--- src/rtl/dcache_axi_master_if.sv ---
// AXI4 bus bundle for the data-cache memory port.
// The master modport faces the cache side. The slave modport faces the interconnect or memory model.
interface dcache_axi_master_if;
  logic [3:0]  ARID;
  logic [31:0] ARADDR;
  logic [3:0]  ARLEN;
  logic [2:0]  ARSIZE;
  logic [1:0]  ARBURST;
  logic        ARVALID;
  logic        ARREADY;
  logic [3:0]  RID;
  logic [31:0] RDATA;
  logic [1:0]  RRESP;
  logic        RLAST;
  logic        RVALID;
  logic        RREADY;
  logic [3:0]  AWID;
  logic [31:0] AWADDR;
  logic [3:0]  AWLEN;
  logic [2:0]  AWSIZE;
  logic [1:0]  AWBURST;
  logic        AWVALID;
  logic        AWREADY;
  logic [31:0] WDATA;
  logic [3:0]  WSTRB;
  logic        WLAST;
  logic        WVALID;
  logic        WREADY;
  logic [3:0]  BID;
  logic [1:0]  BRESP;
  logic        BVALID;
  logic        BREADY;

  modport master (
    output ARID, ARADDR, ARLEN, ARSIZE, ARBURST, ARVALID, RREADY,
    output AWID, AWADDR, AWLEN, AWSIZE, AWBURST, AWVALID,
    output WDATA, WSTRB, WLAST, WVALID, BREADY,
    input  ARREADY, RID, RDATA, RRESP, RLAST, RVALID,
    input  AWREADY, WREADY, BID, BRESP, BVALID
  );

  modport slave (
    input  ARID, ARADDR, ARLEN, ARSIZE, ARBURST, ARVALID, RREADY,
    input  AWID, AWADDR, AWLEN, AWSIZE, AWBURST, AWVALID,
    input  WDATA, WSTRB, WLAST, WVALID, BREADY,
    output ARREADY, RID, RDATA, RRESP, RLAST, RVALID,
    output AWREADY, WREADY, BID, BRESP, BVALID
  );
endinterface

--- src/rtl/dcache_axi_master.sv ---
// Bridges the L1 data cache request/wait handshake onto an AXI4 master port.
// Cacheable reads become 4-beat line fills. Uncached reads and all writes are single-beat.
module dcache_axi_master #(
  parameter logic [3:0]  ID           = 4'd1,
  parameter logic [15:0] UNCACHE_BASE = 16'h1000,
  parameter int          LINE_BEATS   = 4
) (
  input  logic        clk,
  input  logic        rst,
  input  logic        D_req,
  input  logic [31:0] D_addr,
  input  logic        D_write,
  input  logic [31:0] D_in,
  input  logic [2:0]  D_type,
  output logic [31:0] D_out,
  output logic        D_wait,
  output logic        bus_err,
  dcache_axi_master_if.master axi
);
  typedef enum logic [2:0] {IDLE, AR, R, AW_W, B, DONE} state_t;

  localparam logic [3:0] BURST_LEN = 4'(LINE_BEATS - 1);

  state_t      state;
  logic        pulse;
  logic        arvalid, rready, awvalid, wvalid, bready;
  logic        aw_done, w_done;
  logic [3:0]  beat;
  logic [3:0]  arlen_q;
  logic [31:0] araddr, awaddr, wdata;
  logic [3:0]  wstrb;
  logic        aw_hs, w_hs, is_burst;
  logic        unused_ok;

  function automatic logic [3:0] wstrb_for(input logic [2:0] typ, input logic [1:0] lo);
    case (typ)
      3'b000:  return 4'b0001 << lo;
      3'b001:  return 4'b0011 << {lo[1], 1'b0};
      default: return 4'b1111;
    endcase
  endfunction

  assign is_burst = (D_addr[31:16] != UNCACHE_BASE);
  assign aw_hs    = awvalid & axi.AWREADY;
  assign w_hs     = wvalid & axi.WREADY;

  assign D_wait       = ~pulse;
  assign axi.ARID     = ID;
  assign axi.ARADDR   = araddr;
  assign axi.ARLEN    = arlen_q;
  assign axi.ARSIZE   = 3'b010;
  assign axi.ARBURST  = 2'b01;
  assign axi.ARVALID  = arvalid;
  assign axi.RREADY   = rready;
  assign axi.AWID     = ID;
  assign axi.AWADDR   = awaddr;
  assign axi.AWLEN    = 4'd0;
  assign axi.AWSIZE   = 3'b010;
  assign axi.AWBURST  = 2'b01;
  assign axi.AWVALID  = awvalid;
  assign axi.WDATA    = wdata;
  assign axi.WSTRB    = wstrb;
  assign axi.WLAST    = 1'b1;
  assign axi.WVALID   = wvalid;
  assign axi.BREADY   = bready;

  // Only one transaction is ever outstanding, so response IDs carry no information.
  assign unused_ok = ^{axi.RID, axi.BID};

  // Request capture: address, data and strobes are frozen on the IDLE cycle.
  always_ff @(posedge clk) begin
    if (state == IDLE && D_req) begin
      araddr  <= is_burst ? {D_addr[31:4], 4'h0} : D_addr;
      arlen_q <= is_burst ? BURST_LEN : 4'd0;
      awaddr  <= D_addr;
      wdata   <= D_in;
      wstrb   <= wstrb_for(D_type, D_addr[1:0]);
    end
  end

  always_ff @(posedge clk) begin
    if (rst) begin
      state   <= IDLE;
      arvalid <= 1'b0;
      rready  <= 1'b0;
      awvalid <= 1'b0;
      wvalid  <= 1'b0;
      bready  <= 1'b0;
      aw_done <= 1'b0;
      w_done  <= 1'b0;
      beat    <= 4'd0;
      pulse   <= 1'b0;
      D_out   <= 32'd0;
      bus_err <= 1'b0;
    end else begin
      pulse <= 1'b0;
      case (state)
        IDLE: begin
          if (D_req) begin
            if (D_write) begin
              awvalid <= 1'b1;
              wvalid  <= 1'b1;
              aw_done <= 1'b0;
              w_done  <= 1'b0;
              state   <= AW_W;
            end else begin
              arvalid <= 1'b1;
              state   <= AR;
            end
          end
        end
        AR: begin
          if (axi.ARREADY) begin
            arvalid <= 1'b0;
            rready  <= 1'b1;
            beat    <= 4'd0;
            state   <= R;
          end
        end
        R: begin
          if (axi.RVALID) begin
            D_out <= axi.RDATA;
            pulse <= 1'b1;
            beat  <= beat + 4'd1;
            if (axi.RRESP != 2'b00) bus_err <= 1'b1;
            if (axi.RLAST || beat == arlen_q) begin
              rready <= 1'b0;
              state  <= DONE;
            end
          end
        end
        AW_W: begin
          // The address and data channels retire independently. Either order, or both at once, is legal.
          if (aw_hs) begin
            awvalid <= 1'b0;
            aw_done <= 1'b1;
          end
          if (w_hs) begin
            wvalid <= 1'b0;
            w_done <= 1'b1;
          end
          if ((aw_done || aw_hs) && (w_done || w_hs)) begin
            bready <= 1'b1;
            state  <= B;
          end
        end
        B: begin
          if (axi.BVALID) begin
            bready <= 1'b0;
            pulse  <= 1'b1;
            if (axi.BRESP != 2'b00) bus_err <= 1'b1;
            state  <= DONE;
          end
        end
        DONE:    state <= IDLE;
        default: state <= IDLE;
      endcase
    end
  end
endmodule

--- src/flat_wrapper.sv ---
// flat-port wrapper written by rule: the top's interface ports become plain ports
module dcache_axi_master_flat 
#(
  parameter logic [3:0]  ID           = 4'd1,
  parameter logic [15:0] UNCACHE_BASE = 16'h1000,
  parameter int          LINE_BEATS   = 4
)
  (clk, rst, D_req, D_addr, D_write, D_in, D_type, D_out, D_wait, bus_err, axi_ARID, axi_ARADDR, axi_ARLEN, axi_ARSIZE, axi_ARBURST, axi_ARVALID, axi_RREADY, axi_AWID, axi_AWADDR, axi_AWLEN, axi_AWSIZE, axi_AWBURST, axi_AWVALID, axi_WDATA, axi_WSTRB, axi_WLAST, axi_WVALID, axi_BREADY, axi_ARREADY, axi_RID, axi_RDATA, axi_RRESP, axi_RLAST, axi_RVALID, axi_AWREADY, axi_WREADY, axi_BID, axi_BRESP, axi_BVALID);
  dcache_axi_master_if axi_i ();
  input  logic clk;
  input  logic rst;
  input  logic D_req;
  input  logic [31:0] D_addr;
  input  logic D_write;
  input  logic [31:0] D_in;
  input  logic [2:0] D_type;
  output logic [31:0] D_out;
  output logic D_wait;
  output logic bus_err;
  output wire logic [$bits(axi_i.ARID)-1:0] axi_ARID;
  output wire logic [$bits(axi_i.ARADDR)-1:0] axi_ARADDR;
  output wire logic [$bits(axi_i.ARLEN)-1:0] axi_ARLEN;
  output wire logic [$bits(axi_i.ARSIZE)-1:0] axi_ARSIZE;
  output wire logic [$bits(axi_i.ARBURST)-1:0] axi_ARBURST;
  output wire logic [$bits(axi_i.ARVALID)-1:0] axi_ARVALID;
  output wire logic [$bits(axi_i.RREADY)-1:0] axi_RREADY;
  output wire logic [$bits(axi_i.AWID)-1:0] axi_AWID;
  output wire logic [$bits(axi_i.AWADDR)-1:0] axi_AWADDR;
  output wire logic [$bits(axi_i.AWLEN)-1:0] axi_AWLEN;
  output wire logic [$bits(axi_i.AWSIZE)-1:0] axi_AWSIZE;
  output wire logic [$bits(axi_i.AWBURST)-1:0] axi_AWBURST;
  output wire logic [$bits(axi_i.AWVALID)-1:0] axi_AWVALID;
  output wire logic [$bits(axi_i.WDATA)-1:0] axi_WDATA;
  output wire logic [$bits(axi_i.WSTRB)-1:0] axi_WSTRB;
  output wire logic [$bits(axi_i.WLAST)-1:0] axi_WLAST;
  output wire logic [$bits(axi_i.WVALID)-1:0] axi_WVALID;
  output wire logic [$bits(axi_i.BREADY)-1:0] axi_BREADY;
  input wire logic [$bits(axi_i.ARREADY)-1:0] axi_ARREADY;
  input wire logic [$bits(axi_i.RID)-1:0] axi_RID;
  input wire logic [$bits(axi_i.RDATA)-1:0] axi_RDATA;
  input wire logic [$bits(axi_i.RRESP)-1:0] axi_RRESP;
  input wire logic [$bits(axi_i.RLAST)-1:0] axi_RLAST;
  input wire logic [$bits(axi_i.RVALID)-1:0] axi_RVALID;
  input wire logic [$bits(axi_i.AWREADY)-1:0] axi_AWREADY;
  input wire logic [$bits(axi_i.WREADY)-1:0] axi_WREADY;
  input wire logic [$bits(axi_i.BID)-1:0] axi_BID;
  input wire logic [$bits(axi_i.BRESP)-1:0] axi_BRESP;
  input wire logic [$bits(axi_i.BVALID)-1:0] axi_BVALID;
  assign axi_ARID = axi_i.ARID;
  assign axi_ARADDR = axi_i.ARADDR;
  assign axi_ARLEN = axi_i.ARLEN;
  assign axi_ARSIZE = axi_i.ARSIZE;
  assign axi_ARBURST = axi_i.ARBURST;
  assign axi_ARVALID = axi_i.ARVALID;
  assign axi_RREADY = axi_i.RREADY;
  assign axi_AWID = axi_i.AWID;
  assign axi_AWADDR = axi_i.AWADDR;
  assign axi_AWLEN = axi_i.AWLEN;
  assign axi_AWSIZE = axi_i.AWSIZE;
  assign axi_AWBURST = axi_i.AWBURST;
  assign axi_AWVALID = axi_i.AWVALID;
  assign axi_WDATA = axi_i.WDATA;
  assign axi_WSTRB = axi_i.WSTRB;
  assign axi_WLAST = axi_i.WLAST;
  assign axi_WVALID = axi_i.WVALID;
  assign axi_BREADY = axi_i.BREADY;
  assign axi_i.ARREADY = axi_ARREADY;
  assign axi_i.RID = axi_RID;
  assign axi_i.RDATA = axi_RDATA;
  assign axi_i.RRESP = axi_RRESP;
  assign axi_i.RLAST = axi_RLAST;
  assign axi_i.RVALID = axi_RVALID;
  assign axi_i.AWREADY = axi_AWREADY;
  assign axi_i.WREADY = axi_WREADY;
  assign axi_i.BID = axi_BID;
  assign axi_i.BRESP = axi_BRESP;
  assign axi_i.BVALID = axi_BVALID;
  dcache_axi_master #(.ID(ID), .UNCACHE_BASE(UNCACHE_BASE), .LINE_BEATS(LINE_BEATS)) u_core (.clk(clk), .rst(rst), .D_req(D_req), .D_addr(D_addr), .D_write(D_write), .D_in(D_in), .D_type(D_type), .D_out(D_out), .D_wait(D_wait), .bus_err(bus_err), .axi(axi_i));
endmodule
--- config.mk ---
export PLATFORM = sky130hd
export DESIGN_NAME = dcache_axi_master_flat
export DESIGN_NICKNAME = d
export VERILOG_FILES = /design/src/rtl/dcache_axi_master_if.sv /design/src/rtl/dcache_axi_master.sv /design/src/flat_wrapper.sv
export SDC_FILE = /design/constraint.sdc
export NUM_CORES = 1
export LEC_CHECK = 0
export BUFFER_PORTS_ARGS = -buffer_cell sky130_fd_sc_hd__buf_2
export CELL_PAD_IN_SITES_DETAIL_PLACEMENT = 2
export CELL_PAD_IN_SITES_GLOBAL_PLACEMENT = 2
export CORE_MARGIN = 2
export CORE_UTILIZATION = 25
export CTS_BUF_LIST = sky130_fd_sc_hd__clkbuf_16
export DETAILED_ROUTE_END_ITERATION = 7
export PLACE_DENSITY_LB_ADDON = 0.1
export RECOVER_POWER = 100
export SYNTH_ARGS = -nofsm -noshare
export SYNTH_HDL_FRONTEND = slang
export SYNTH_SLANG_ARGS = --single-unit
--- constraint.sdc ---
create_clock -name clk -period 4.6 [get_ports clk]
set_input_delay 0.46 -clock clk [delete_from_list [all_inputs] [get_ports clk]]
set_output_delay 0.46 -clock clk [all_outputs]
set_load 0.005 [all_outputs]
**Word-level counts from Yosys, hierarchy flattened**

Index checks and enable logic that the tools add are counted.

- Flip-flop bits (word level): 152
- Input bits: 121
- Word-level logic and storage cells: 110

- Add/sub/neg operators: 1
- Eq/ne operators: 19
- Shift operators: 2
- Multiplexer cells: 44
- Bitwise logic cells: 3
- Reduce and logical (&&, ||, !) cells: 23

Operators by type and width:

| cell | number |
|---|---|
| 1-bit two-way mux | 22 |
| 3-bit two-way mux | 6 |
| 1-bit case mux with 2 select lines | 9 |
| 16-bit by 13-bit inequality test with 1-bit output, second input constant | 1 |
| 4-bit case mux with 2 select lines | 2 |
| 4-bit AND reduction | 4 |
| 3-bit case mux with 5 select lines | 1 |
| 2-bit nonzero test | 7 |
| 2-bit by 1-bit inequality test with 1-bit output, second input constant | 6 |
| 2-bit inequality test, second input constant | 6 |
| 4-bit two-way mux | 2 |
| 3-bit by 1-bit == test with 1-bit output, second input constant | 2 |
| 3-bit by 2-bit == test with 1-bit output, second input constant | 2 |
| 3-bit zero test | 2 |
| 3-bit AND reduction | 2 |
| 6-bit AND reduction | 1 |
| 5-bit AND reduction | 1 |
| 4-bit by 1-bit adder with 4-bit output, second input constant | 1 |
| 4-bit == test | 1 |
| 2-bit two-way mux | 2 |
| 1-bit by 2-bit left shift with 4-bit output, first input constant | 1 |
| 2-bit by 2-bit left shift with 4-bit output, first input constant | 1 |
| 3-bit == test, second input constant | 1 |
| 1-bit logical OR | 3 |
| other kinds (4) | 6 |

**Logic depth before layout (Yosys ltp)**

- Depth after elaboration: 5
- Mapped depth: 6
- Mapped depth without buffers: 4

**Worst setup path after synthesis**

Ideal clock, no wire load.

- Kind: register to register
- From: register u_core.state[0]
- To: register u_core.aw_done
- Arrival time: 3,459 ps
- Data required time: 4,472 ps
- Path slack: 1,013 ps
- Stages on the path, launching flop included: 6
- Buffers on the path: 1
- Clock period less this slack: 3,587 ps
- Cell sequence: dfxtp_1 -> buf_6 -> nor4b_4 -> nand2_1 -> a32oi_1 -> nor2_1

- Longest elaborated chain between the ends: 3
- Elaborated cells between the ends (all ways): 8
- Classes of those cells: eq/ne (4); mux (1); reduce/logical (3)

Ends and longest elaborated chain:

| item | line | source |
|---|---|---|
| start, declared | dcache_axi_master.sv:24 | `state_t state;` |
| start signal, assigned | dcache_axi_master.sv:83 | `state <= IDLE;` |
| start signal, assigned | dcache_axi_master.sv:105 | `state <= AW_W;` |
| start signal, assigned | dcache_axi_master.sv:108 | `state <= AR;` |
| 3-bit by 2-bit == test with 1-bit output / 3-bit zero test (equally long branches) | dcache_axi_master.sv:97 | `case (state)` |
| 2-bit by 1-bit inequality test with 1-bit output (no line), or another cell as far along | - |  |
| 4-bit AND reduction (no line) | - |  |
| end signal, assigned | dcache_axi_master.sv:89 | `aw_done <= 1'b0;` |
| end signal, assigned | dcache_axi_master.sv:103 | `aw_done <= 1'b0;` |
| end signal, assigned | dcache_axi_master.sv:136 | `aw_done <= 1'b1;` |
| end, declared | dcache_axi_master.sv:27 | `logic aw_done, w_done;` |

Parallel ways exist; a longest one is shown, timed or not.
A chain may end at the register's enable or synchronous reset.

**Worst setup path in the final report**

- From: register u_core.state[0]
- To: register u_core.wdata[21], in the netlist u_core.axi.WDATA[21], enable pin

- Longest elaborated chain between the ends: 2

Ends and longest elaborated chain:

| item | line | source |
|---|---|---|
| 3-bit zero test | dcache_axi_master.sv:72 | `if (state == IDLE && D_req) begin` |
| 1-bit logical AND | dcache_axi_master.sv:72 |  |
| end signal, assigned | dcache_axi_master.sv:76 | `wdata <= D_in;` |
| end, declared | dcache_axi_master.sv:30 | `logic [31:0] araddr, awaddr, wdata;` |

Every way passes these cells.

==> flow_metrics.py <==
metrics = {
    "run_status": {
        "status": "finished with violations",
        "violations": "max-capacitance violations, max-slew violations",
    },
    "clock_network": {
        "clkLatencyLatePin_ns": 0.42,
        "cts_buffers": 17,
        "root_buffer": "clkbuf_16",
        "cts.sink_count": 121,
        "clockBufferDepth": 2,
        "cts_resized": 0,
        "cts_tree": "done",
        "cts_setup_buffers": 0,
        "cts_hold_buf": 0,
        "h-tree-depth": 4,
        "clkSlewWorstSetupHoldPaths_ns": 0.06,
    },
    "hold_path": {
        "hold_path.class": "input port to flop",
        "holdPathEnd": "u_core.axi.WDATA[15]",
        "hold_depth": 1,
        "worstHoldStart": "D_in[15]",
    },
    "floorplanning": {
        "initial_core_util_pct": 25.7,
        "die_h_um": 140,
        "num_io_pins": 287,
        "num_rows": 49,
        "core_mm2": 0.0181,
        "die_w_um": 140,
        "dieArea_mm2": 0.0197,
    },
    "timing": {
        "finalSetupViolCount": 0,
        "rsz0062_at_grt": "false",
        "drv_slew": 16,
        "setup_tns_ns": 0,
        "worstMarginPinSlew_ns": 1.82,
        "finalHoldViolations": 0,
        "skew_ns": 0.0116,
        "slew_headroom_pct": -21.7,
        "timing.final.ws_setup_ns": 1.85,
        "max_freq_ghz": 0.364,
        "min_period_ns": 2.75,
        "fin_hold_ws_ns": 0.222,
        "finalCritPeriodShare_pct": 59.7,
    },
    "route": {
        "drt-total-wl_um": 14700,
        "drt_iter0_markers": 84,
        "vias": 3662,
        "drcViolationCount": 0,
        "avgViaCountPerCell": 4.29,
        "wire_per_inst_um": 17.2,
        "drtAntennaViolNets": 0,
        "dr.pass1.iters": 4,
    },
    "placement": {
        "place_area_mm2": 0.00582,
        "placedCellCount": 821,
        "place_hpwl_um": 11100,
        "pre_cts_ws_ns": 2.34,
        "io_buffer_count": 253,
        "place_congestion": 0.700,
    },
    "power": {
        "power_frac_clock_pct": 36.7,
        "sw_frac_of_total_pct": 30.5,
        "irDropWorstVdd_uv": 249,
        "power_mw": 3.48,
        "switching_power_mw": 1.06,
        "p_seq_share_pct": 44.1,
        "p_per_area_mw_per_mm2": 558,
        "p_int_mw": 2.42,
        "p_leak_nw": 2.41,
        "pwr-share-comb_pct": 19.2,
    },
    "setup_path": {
        "arrival_ns": 2.84,
        "cp_max_fo": 18,
        "worstSetupStartpointType": "flop",
        "setup.reg_to_reg.worst_slack_ns": 1.85,
        "cp.required_ns": 4.69,
        "rr_endpoint": "u_core.axi.WDATA[21]",
        "crit_type": "flop to flop",
        "r2r_cells": 2,
        "r2r_start": "u_core.state[0]",
        "end_kind": "flop",
    },
    "synthesis": {
        "synth-main-ff-cell": "edfxtp_1",
        "synth_top_family_by_area": "buffers and inverters",
        "synthAdderAreaFrac_pct": 0.269,
        "synth_compound_area_share_pct": 8.25,
        "synth_edf_count": 73,
        "synthMuxAreaShare_pct": 0.430,
        "yosys_register_bits": 121,
        "yosys-top-cells-count": "73 x edfxtp_1, 71 x nand2_1, 60 x buf_4, 48 x dfxtp_1, 43 x a21oi_1",
        "syn_avg_cell_area_um2": 12.2,
        "synthSimpleGateAreaFrac_pct": 11.3,
        "synth_cells": 383,
        "yosysTopAreaCell": "edfxtp_1",
        "synthArstFlopShare_pct": 0,
        "synth_area_leaders": "edfxtp_1 47%, dfxtp_1 21%, buf_4 9.7%",
        "yosysMostFrequentCell": "edfxtp_1",
        "seq_area_frac_synth_pct": 67.7,
        "synth_area_mm2": 0.00466,
        "synth_cell_type_count": 44,
        "synth_top_area_share_pct": 47.1,
        "synthXorXnorAreaFrac_pct": 0.376,
        "yosys_warnings": 0,
    },
    "final_layout": {
        "final_util_pct": 34.4,
        "multi_input_area_mm2": 0.00104,
        "n_antenna_cell": 0,
        "final_area_mm2": 0.00624,
        "syn_to_final_growth_pct": 33.9,
        "fillCellCount": 2078,
        "drive_gt1_share_pct": 28.7,
        "nets": 733,
        "fin_cells": 853,
        "seq_area_mm2": 0.00315,
    },
    "global_routing": {
        "grt.total_usage_pct": 14.9,
        "grt_pass1_wl_um": 22200,
        "grt_max_degree": 47,
        "antenna_found_initial": 1,
        "grt_pass1_vias": 3840,
        "grt_remaining_overflow": 0,
    },
    "flow_run": {
        "drv_cap": 1,
    },
}
==> kinds of logic after synthesis <==
group / Yosys count
buffers and inverters: 78
adder cells (fa/ha/maj): 1
multiplexers: 2
flip-flops: 121
AO/OA/AOI/OAI: 65
other: 2
AND/OR/NAND/NOR: 112
XOR/XNOR: 2
==> power groups by stage <==
stage | clock network [mW] | logic (mW) | registers (mW)
after floorplan | 0 | 0.421 | 1.56
after global placement | 0 | 0.724 | 1.54
after detailed placement | 0 | 0.740 | 1.56
after CTS | 1.32 | 0.742 | 1.54
after global routing | 1.38 | 0.756 | 1.57
final | 1.28 | 0.668 | 1.54
==> critical path, cell delays in order (launching register included) <==
cell and delay [ns]:
dfxtp_1 0.45, nor4b_2 1.51, buf_4 0.47
==> layout make-up <==
cell class              count  share of cell area, %
flip-flops and latches    121                   50.6
clock inverters            15                   2.31
multi-input cells         207                   16.7
clock buffers              17                   6.82
inverters                   8                  0.482
repair buffers            256                   18.6
well taps                 229                   4.59
==> flip-flops by register name (all words and copies together) (netlist names), 3 cells and up <==
signal / cells
u_core.state: 3
u_core.axi.ARADDR: 4
u_core.D_out: 32
u_core.axi.AWADDR: 32
u_core.axi.WSTRB: 4
u_core.beat: 4
u_core.axi.WDATA: 32
==> placed cells by master, fill, tap and decap left out, types with 2 or more instances in the layout <==
cell,synthesis,routed
nor4_1,3,3
a21oi_1,43,43
inv_1,8,8
clkinvlp_4,0,3
clkbuf_16,0,17
clkinv_2,0,2
inv_6,0,4
nor3b_1,3,3
a31oi_1,3,3
clkbuf_1,4,113
dfxtp_1,48,48
conb_1,2,25
clkinv_4,0,4
edfxtp_1,73,73
xor2_1,2,2
o21ai_0,6,6
a32oi_1,2,2
nand3_1,4,5
nor2_1,17,17
a311oi_1,2,2
mux2i_1,2,2
nand2_1,71,71
buf_2,3,139
nor4b_2,1,2
buf_4,60,2
==> layer usage <==
metal	part of all wire, %	track usage [%]	vias up
li1	-	-	1715
met3	9.1	6.46	12
met2	49	25.3	183
met5	0	0	-
met1	41	16.9	1752
met4	1.1	4.79	0
==> worst max path at each step <==
stage                             to             from  slack, ns  cells past startpoint
6_report        u_core.axi.WDATA[21]  u_core.state[0]       1.85                      2
5_1_grt         u_core.axi.ARADDR[3]  u_core.state[0]       1.55                      2
4_1_cts          u_core.axi.WDATA[5]  u_core.state[0]       2.34                      2
3_5_place_dp   u_core.axi.AWADDR[16]  u_core.state[0]       2.34                      2
3_3_place_gp   u_core.axi.AWADDR[16]  u_core.state[0]       2.39                      2
2_1_floorplan         u_core.aw_done  u_core.state[0]       1.01                      5
No activity file was read; power rests on OpenSTA's default activity.
